[src/rtl/i2c_bus_arbiter.sv]
`default_nettype none
// ============================================================================
// Module   : i2c_bus_arbiter
// Brief    : Round-robin sharing of one I2C master among REQ_N requesters.
//            Optional watchdog recovery is enabled by defining I2C_ARB_TIMEOUT_EN.
// Revision : 1.0
// ============================================================================
module i2c_bus_arbiter #(
    parameter int REQ_N       = 4,
    parameter int REQ_BIT_WID = 2,
    parameter int WR_BYTES    = 2,
    parameter int RD_BYTES    = 2,
    parameter int LEN_WID     = 2,
    parameter int TIMEOUT_CYC = 10_000_000
) (
    input  logic                           clk,
    input  logic                           rst,
    input  logic [REQ_N-1:0]               req_start,
    input  logic [REQ_N*7-1:0]             req_addr,
    input  logic [REQ_N*WR_BYTES*8-1:0]    req_wr_buf,
    input  logic [REQ_N*LEN_WID-1:0]       req_wr_len,
    input  logic [REQ_N*LEN_WID-1:0]       req_rd_len,
    output logic [REQ_N-1:0]               req_busy,
    output logic [REQ_N-1:0]               req_done,
    output logic [REQ_N-1:0]               req_err,
    output logic [RD_BYTES*8-1:0]          rd_data,
    output logic [REQ_BIT_WID-1:0]         grant,
    output logic [6:0]                     m_addr,
    output logic [WR_BYTES*8-1:0]          m_wr_buf,
    output logic [LEN_WID-1:0]             m_wr_len,
    output logic [LEN_WID-1:0]             m_rd_len,
    output logic                           m_start,
    output logic                           m_rst,
    input  logic                           m_done,
    input  logic                           m_err_line,
    input  logic                           m_err_nack,
    input  logic [RD_BYTES*8-1:0]          m_rd_buf
);

    localparam logic [REQ_BIT_WID-1:0] c_LAST_INIT = REQ_BIT_WID'(REQ_N - 1);
    localparam logic [REQ_BIT_WID:0]   c_REQ_N     = (REQ_BIT_WID + 1)'(REQ_N);

    typedef enum logic [2:0] {
        S_IDLE    = 3'd0,
        S_ARB     = 3'd1,
        S_LAUNCH  = 3'd2,
        S_WAIT    = 3'd3,
        S_REPORT  = 3'd4,
        S_RECOVER = 3'd5
    } state_t;

    state_t                   r_state;
    state_t                   w_next;
    logic [REQ_N-1:0]         r_pending;
    logic [REQ_N-1:0]         w_grant_oh;
    logic [REQ_BIT_WID-1:0]   r_grant;
    logic [REQ_BIT_WID-1:0]   r_last;
    logic [REQ_BIT_WID-1:0]   w_pick;
    logic [REQ_BIT_WID-1:0]   w_idx;
    logic [REQ_BIT_WID:0]     w_sum;
    logic                     w_found;
    logic                     r_done_hit;
    logic                     w_done_now;
    logic                     r_err;
    logic [RD_BYTES*8-1:0]    r_rd_data;
    logic [6:0]               r_m_addr;
    logic [WR_BYTES*8-1:0]    r_m_wr_buf;
    logic [LEN_WID-1:0]       r_m_wr_len;
    logic [LEN_WID-1:0]       r_m_rd_len;

    assign w_grant_oh = REQ_N'(1) << r_grant;
    assign w_done_now = (r_state == S_WAIT) && m_done && !r_done_hit;

    // First pending index searching upward from last+1, wrapping at REQ_N
    always_comb begin
        w_pick  = r_last;
        w_found = 1'b0;
        w_sum   = '0;
        w_idx   = '0;
        for (int k = 1; k <= REQ_N; k++) begin
            w_sum = {1'b0, r_last} + (REQ_BIT_WID + 1)'(k);
            if (w_sum >= c_REQ_N) begin
                w_sum = w_sum - c_REQ_N;
            end
            w_idx = w_sum[REQ_BIT_WID-1:0];
            if (!w_found && r_pending[w_idx]) begin
                w_pick  = w_idx;
                w_found = 1'b1;
            end
        end
    end

`ifdef I2C_ARB_TIMEOUT_EN
    logic [31:0] r_wd_cnt;
    logic [3:0]  r_rec_cnt;
    logic        w_timeout;
    logic        w_rec_done;

    always_ff @(posedge clk) begin
        if (rst) begin
            r_wd_cnt  <= '0;
            r_rec_cnt <= '0;
        end else begin
            r_wd_cnt  <= (r_state == S_WAIT)    ? r_wd_cnt + 32'd1  : '0;
            r_rec_cnt <= (r_state == S_RECOVER) ? r_rec_cnt + 4'd1 : '0;
        end
    end

    // A completion seen in the timeout cycle wins and finishes normally
    assign w_timeout  = (r_state == S_WAIT) && (r_wd_cnt == 32'(TIMEOUT_CYC - 1))
                        && !m_done && !r_done_hit;
    assign w_rec_done = (r_rec_cnt == 4'd15);
    assign m_rst      = (r_state == S_RECOVER);
`else
    logic w_unused_timeout;
    assign w_unused_timeout = ^(32'(TIMEOUT_CYC));
    assign m_rst            = 1'b0;
`endif

    always_ff @(posedge clk) begin
        if (rst) begin
            r_state    <= S_IDLE;
            r_pending  <= '0;
            r_grant    <= '0;
            r_last     <= c_LAST_INIT;
            r_done_hit <= 1'b0;
            r_err      <= 1'b0;
            r_rd_data  <= '0;
            r_m_addr   <= '0;
            r_m_wr_buf <= '0;
            r_m_wr_len <= '0;
            r_m_rd_len <= '0;
        end else begin
            r_state    <= w_next;
            r_pending  <= (r_pending & ~req_done) | req_start;
            r_done_hit <= w_done_now;
            if (r_state == S_ARB) begin
                r_grant    <= w_pick;
                r_last     <= w_pick;
                r_m_addr   <= req_addr[w_pick*7 +: 7];
                r_m_wr_buf <= req_wr_buf[w_pick*(WR_BYTES*8) +: WR_BYTES*8];
                r_m_wr_len <= req_wr_len[w_pick*LEN_WID +: LEN_WID];
                r_m_rd_len <= req_rd_len[w_pick*LEN_WID +: LEN_WID];
            end
            if (w_done_now) begin
                r_rd_data <= m_rd_buf;
                r_err     <= m_err_line | m_err_nack;
            end
`ifdef I2C_ARB_TIMEOUT_EN
            if ((r_state == S_RECOVER) && w_rec_done) begin
                r_err <= 1'b1;
            end
`endif
        end
    end

    always_comb begin
        w_next   = r_state;
        req_done = '0;
        req_err  = '0;
        m_start  = 1'b0;
        case (r_state)
            S_IDLE:   if (|r_pending) w_next = S_ARB;
            S_ARB:    w_next = S_LAUNCH;
            S_LAUNCH: begin
                m_start = 1'b1;
                w_next  = S_WAIT;
            end
            S_WAIT: begin
                if (r_done_hit) begin
                    w_next = S_REPORT;
`ifdef I2C_ARB_TIMEOUT_EN
                end else if (w_timeout) begin
                    w_next = S_RECOVER;
`endif
                end
            end
            S_REPORT: begin
                req_done = w_grant_oh;
                req_err  = r_err ? w_grant_oh : '0;
                w_next   = S_IDLE;
            end
`ifdef I2C_ARB_TIMEOUT_EN
            S_RECOVER: if (w_rec_done) w_next = S_REPORT;
`endif
            default:  w_next = S_IDLE;
        endcase
    end

    assign req_busy = r_pending;
    assign grant    = r_grant;
    assign rd_data  = r_rd_data;
    assign m_addr   = r_m_addr;
    assign m_wr_buf = r_m_wr_buf;
    assign m_wr_len = r_m_wr_len;
    assign m_rd_len = r_m_rd_len;

endmodule
`default_nettype wire
[config.mk]
export PLATFORM = sky130hd
export DESIGN_NAME = i2c_bus_arbiter
export DESIGN_NICKNAME = d
export VERILOG_FILES = /design/src/rtl/i2c_bus_arbiter.sv
export SDC_FILE = /design/constraint.sdc
export NUM_CORES = 1
export LEC_CHECK = 0
export ABC_AREA = 1
export BUFFER_PORTS_ARGS = -buffer_cell sky130_fd_sc_hd__buf_2
export CORE_MARGIN = 8
export CORE_UTILIZATION = 45
export CTS_CLUSTER_DIAMETER = 120
export CTS_CLUSTER_SIZE = 12
export DETAILED_ROUTE_END_ITERATION = 8
export PLACE_DENSITY = 0.88
export SYNTH_ARGS = -nofsm -noshare
export SYNTH_HDL_FRONTEND = slang
export SYNTH_SLANG_ARGS = --single-unit
[constraint.sdc]
create_clock -name clk -period 2.2 [get_ports clk]
set_clock_uncertainty 0.05 [all_clocks]
set_input_delay 0.33 -clock clk [delete_from_list [all_inputs] [get_ports clk]]
set_output_delay 0.33 -clock clk [all_outputs]
set_load 0.03 [all_outputs]
==> results.yml <==
layout:
  final-seq-area_um2: 1120
  nets: 860
  final_cells: 831
  drive_above_1_share_pct: 33.0
  multiInputGateArea_um2: 1980
  fillers: 736
  area_growth_pct: 34.3
  fin_area_um2: 4640
sta:
  layout_min_cycle_time_ns: 1.99
  max_freq_mhz: 502
  finalSetupViolations: 0
  max_slew.worst_pin.slew_ns: 0.922
  fin_crit_sh_pct: 90.5
  setup_tns_ns: 0
  rsz0062_at_grt: "no"
  worst_hold_slack_ns: 0.174
  hold_violations: 0
  maxSlewHeadroom_pct: 38.4
  finalMaxSlewViolations: 0
setup_path:
  path_max_fanout: 5
  reg2reg_depth: 13
  cp.required_ns: 1.82
  arrival_ns: 1.61
  reg2reg_from: "r_last[0]$_SDFFE_PP1N_"
  cp_num_buf_inv: 3
  rrSetupSlack_ns: 0.22
  cp_slowest_cell: "dfxtp_1"
  crit_path_frequent_cell: "inv_1"
  slowest_delay_ns: 0.41
  cp-end-kind: "output pin"
  critical_path_class: "register to output pin"
  start_kind: "register"
  cp_top_family: "simple AND/OR/NAND/NOR gates"
  path_cells: "nor3b_2 > inv_1 > nor3_1 > inv_1 > nor2_1 > buf_2"
  r2r_end: "m_addr[3]$_SDFFE_PP0N_"
grt:
  grt-ovfl-total: 0
  grt_pass1_vias: 4402
  antenna_found_initial: 1
  grt_usage_pct: 21.9
  grt_max_degree: 39
  grt_pass1_wl_mm: 20.1
pwr:
  pwr-share-seq_pct: 27.5
  p_per_area_nw_per_um2: 1030
  peakVddDrop_mv: 0.410
  switching_power_w: 0.00233
  leakage_nw: 2.45
  p_int_w: 0.00244
  comb_power_share_pct: 60.5
  p_sw_share_pct: 48.9
  power.share.clock_pct: 12.0
run:
  maxCapViolCount: 0
yosys:
  syn-num-nets: 683
  yosys_warnings: 0
  syn_inst: 550
  syn_area_per_cell_um2: 6.29
  ys_seq_area_share_pct: 32.4
  synth.distinct_cells: 25
  synth-seq-cells: 56
  netlist_area_um2: 3460
clock_tree:
  cts_made_buffers: 5
  clk_latency_ns: 0.32
  clkSinkCount: 56
  cts-htree-levels: 2
  cts_tree: "built"
  hold_buffers: 0
  clk_pin_slew_ns: 0.11
  root_buffer: "clkbuf_8"
  clk_path_buf_depth: 2
floorplan:
  row_count: 32
  start_util_pct: 45.7
  dieArea_um2: 10700
  core_um2: 7570
  dieWidth_um: 104
  die_h_um: 104
  io_pins: 192
detailed_routing:
  num_vias: 4422
  drc_errors: 0
  detail-route-antenna-nets: 0
  vias_per_cell: 5.32
  drt-total-wl_mm: 12.5
  first_iter_violations: 252
  first_pass_iters: 5
  post_drt_wl_per_cell_um: 15.0
placed_design:
  dp.cells: 817
  place_area_um2: 4460
  place_congestion: 0.895
  numPortBuffers: 190
  hpwl_mm: 9.74
min_path:
  min_path_type: "primary input to register"
  min_to: "req_busy[2]$_SDFF_PP0_"
  min_from: "req_start[2]"
  whs_path_depth: 3
status:
  status: "completed"
## synth_stat cells (all sizes together)
cell    instances  share of area [%]
a211oi          1               0.22
a21oi          36                5.2
buf            25                4.6
clkbuf         11                1.2
conb            1               0.11
dfxtp          56                 32
inv            47                5.2
nand2         152                 18
nand3         117                 18
nand3b         27                5.9
nor2           46                5.1
nor3           10                1.4
nor3b           1               0.22
nor4            2               0.36
o211ai          2               0.43
o21ai          16                2.3
## power groups by stage
stage	combinational [W]	clock [W]	sequential, W
floorplan	0.00176	0	0.00160
detailed placement	0.00271	0	0.00133
global placement	0.00263	0	0.00132
CTS	0.00274	0.000597	0.00130
global route	0.00317	0.000637	0.00133
finish	0.00289	0.000571	0.00131
## kinds of logic after synthesis
logic type	after synthesis	share of synthesized area, %
AND/OR/NAND/NOR	355	48.3
buffers and inverters	83	11.0
flip-flops	56	32.4
AO/OA/AOI/OAI	55	8.18
other	1	0.108
## tightest hold or removal path, cell delays in order
cell	delay [ns]
buf_2	0.08
a21oi_1	0.03
nor2_1	0.06
## stage by stage
step	worst slack [ns]	utilization, %	power [W]
6_report	0.210	61.4	0.00477
5_1_grt	0.0353	61.4	0.00514
4_1_cts	0.00583	60.3	0.00464
3_5_place_dp	-0.0258	59.0	0.00404
3_3_place_gp	0.157	59.0	0.00395
2_1_floorplan	-0.149	-	0.00336
## layer usage
| metal | routed length, um | global-route usage (%) | vias to the layer above |
|---|---|---|---|
| li1 | - | - | 2147 |
| met1 | 4870 | 24.0 | 2008 |
| met2 | 6060 | 38.4 | 227 |
| met3 | 1110 | 6.44 | 40 |
| met4 | 452 | 8.89 | 0 |
| met5 | 0 | 0 | - |
## layout make-up
cell class,count,area share [%]
Timing Repair Buffer,206,24.2
Antenna cell,1,0.0539
Inverter,47,4.09
Clock inverter,3,0.485
Sequential cell,56,24.2
Tap cell,102,2.75
Multi-Input combinational cell,411,42.7
Clock buffer,5,1.48
## worst max-delay path by stage
| stage | slack (ns) | to | cells after the start | start |
|---|---|---|---|---|
| 2_1_floorplan | -0.15 | req_err[1] | 4 | grant[0]$_SDFFE_PP0N_ |
| 3_3_place_gp | 0.16 | m_addr[1]$_SDFFE_PP0N_ | 13 | r_last[0]$_SDFFE_PP1N_ |
| 3_5_place_dp | -0.03 | m_addr[3]$_SDFFE_PP0N_ | 13 | r_last[0]$_SDFFE_PP1N_ |
| 4_1_cts | 0.006 | m_addr[3]$_SDFFE_PP0N_ | 13 | r_last[0]$_SDFFE_PP1N_ |
| 5_1_grt | 0.04 | m_addr[5]$_SDFFE_PP0N_ | 13 | r_last[0]$_SDFFE_PP1N_ |
| 6_report | 0.21 | req_err[0] | 6 | r_state[2]$_SDFFE_PP0P_ |
## cell usage in the layout (no fill, tap or decap), types with 2 or more instances in the layout
cell type,n
nor4_1,2
nand2_4,2
a21oi_1,36
buf_12,4
buf_2,190
nand3_2,2
nand2_2,8
nand2_1,141
nand3_1,114
nor2_1,45
buf_4,11
nor3_2,3
dfxtp_1,54
inv_2,2
inv_1,42
o21ai_0,16
dfxtp_2,2
nand3b_1,27
clkbuf_8,5
o211ai_1,2
nor3_1,7
## flip-flops by register name, indices dropped and copies added, names as in the netlist
signal / count
m_addr: 7
req_busy: 4
rd_data: 16
r_state: 3
r_done_hit: 1
m_wr_buf: 16
r_err: 1
r_last: 2
m_wr_len: 2
m_rd_len: 2
grant: 2
## repair_timing
item,CTS,global route
buffers inserted,0,5
pin swaps,0,2
setup endpoints to repair,20,34
resized for setup,2,8
endpoints found under the hold margin,0,0
(Power assumes the default switching activity.)
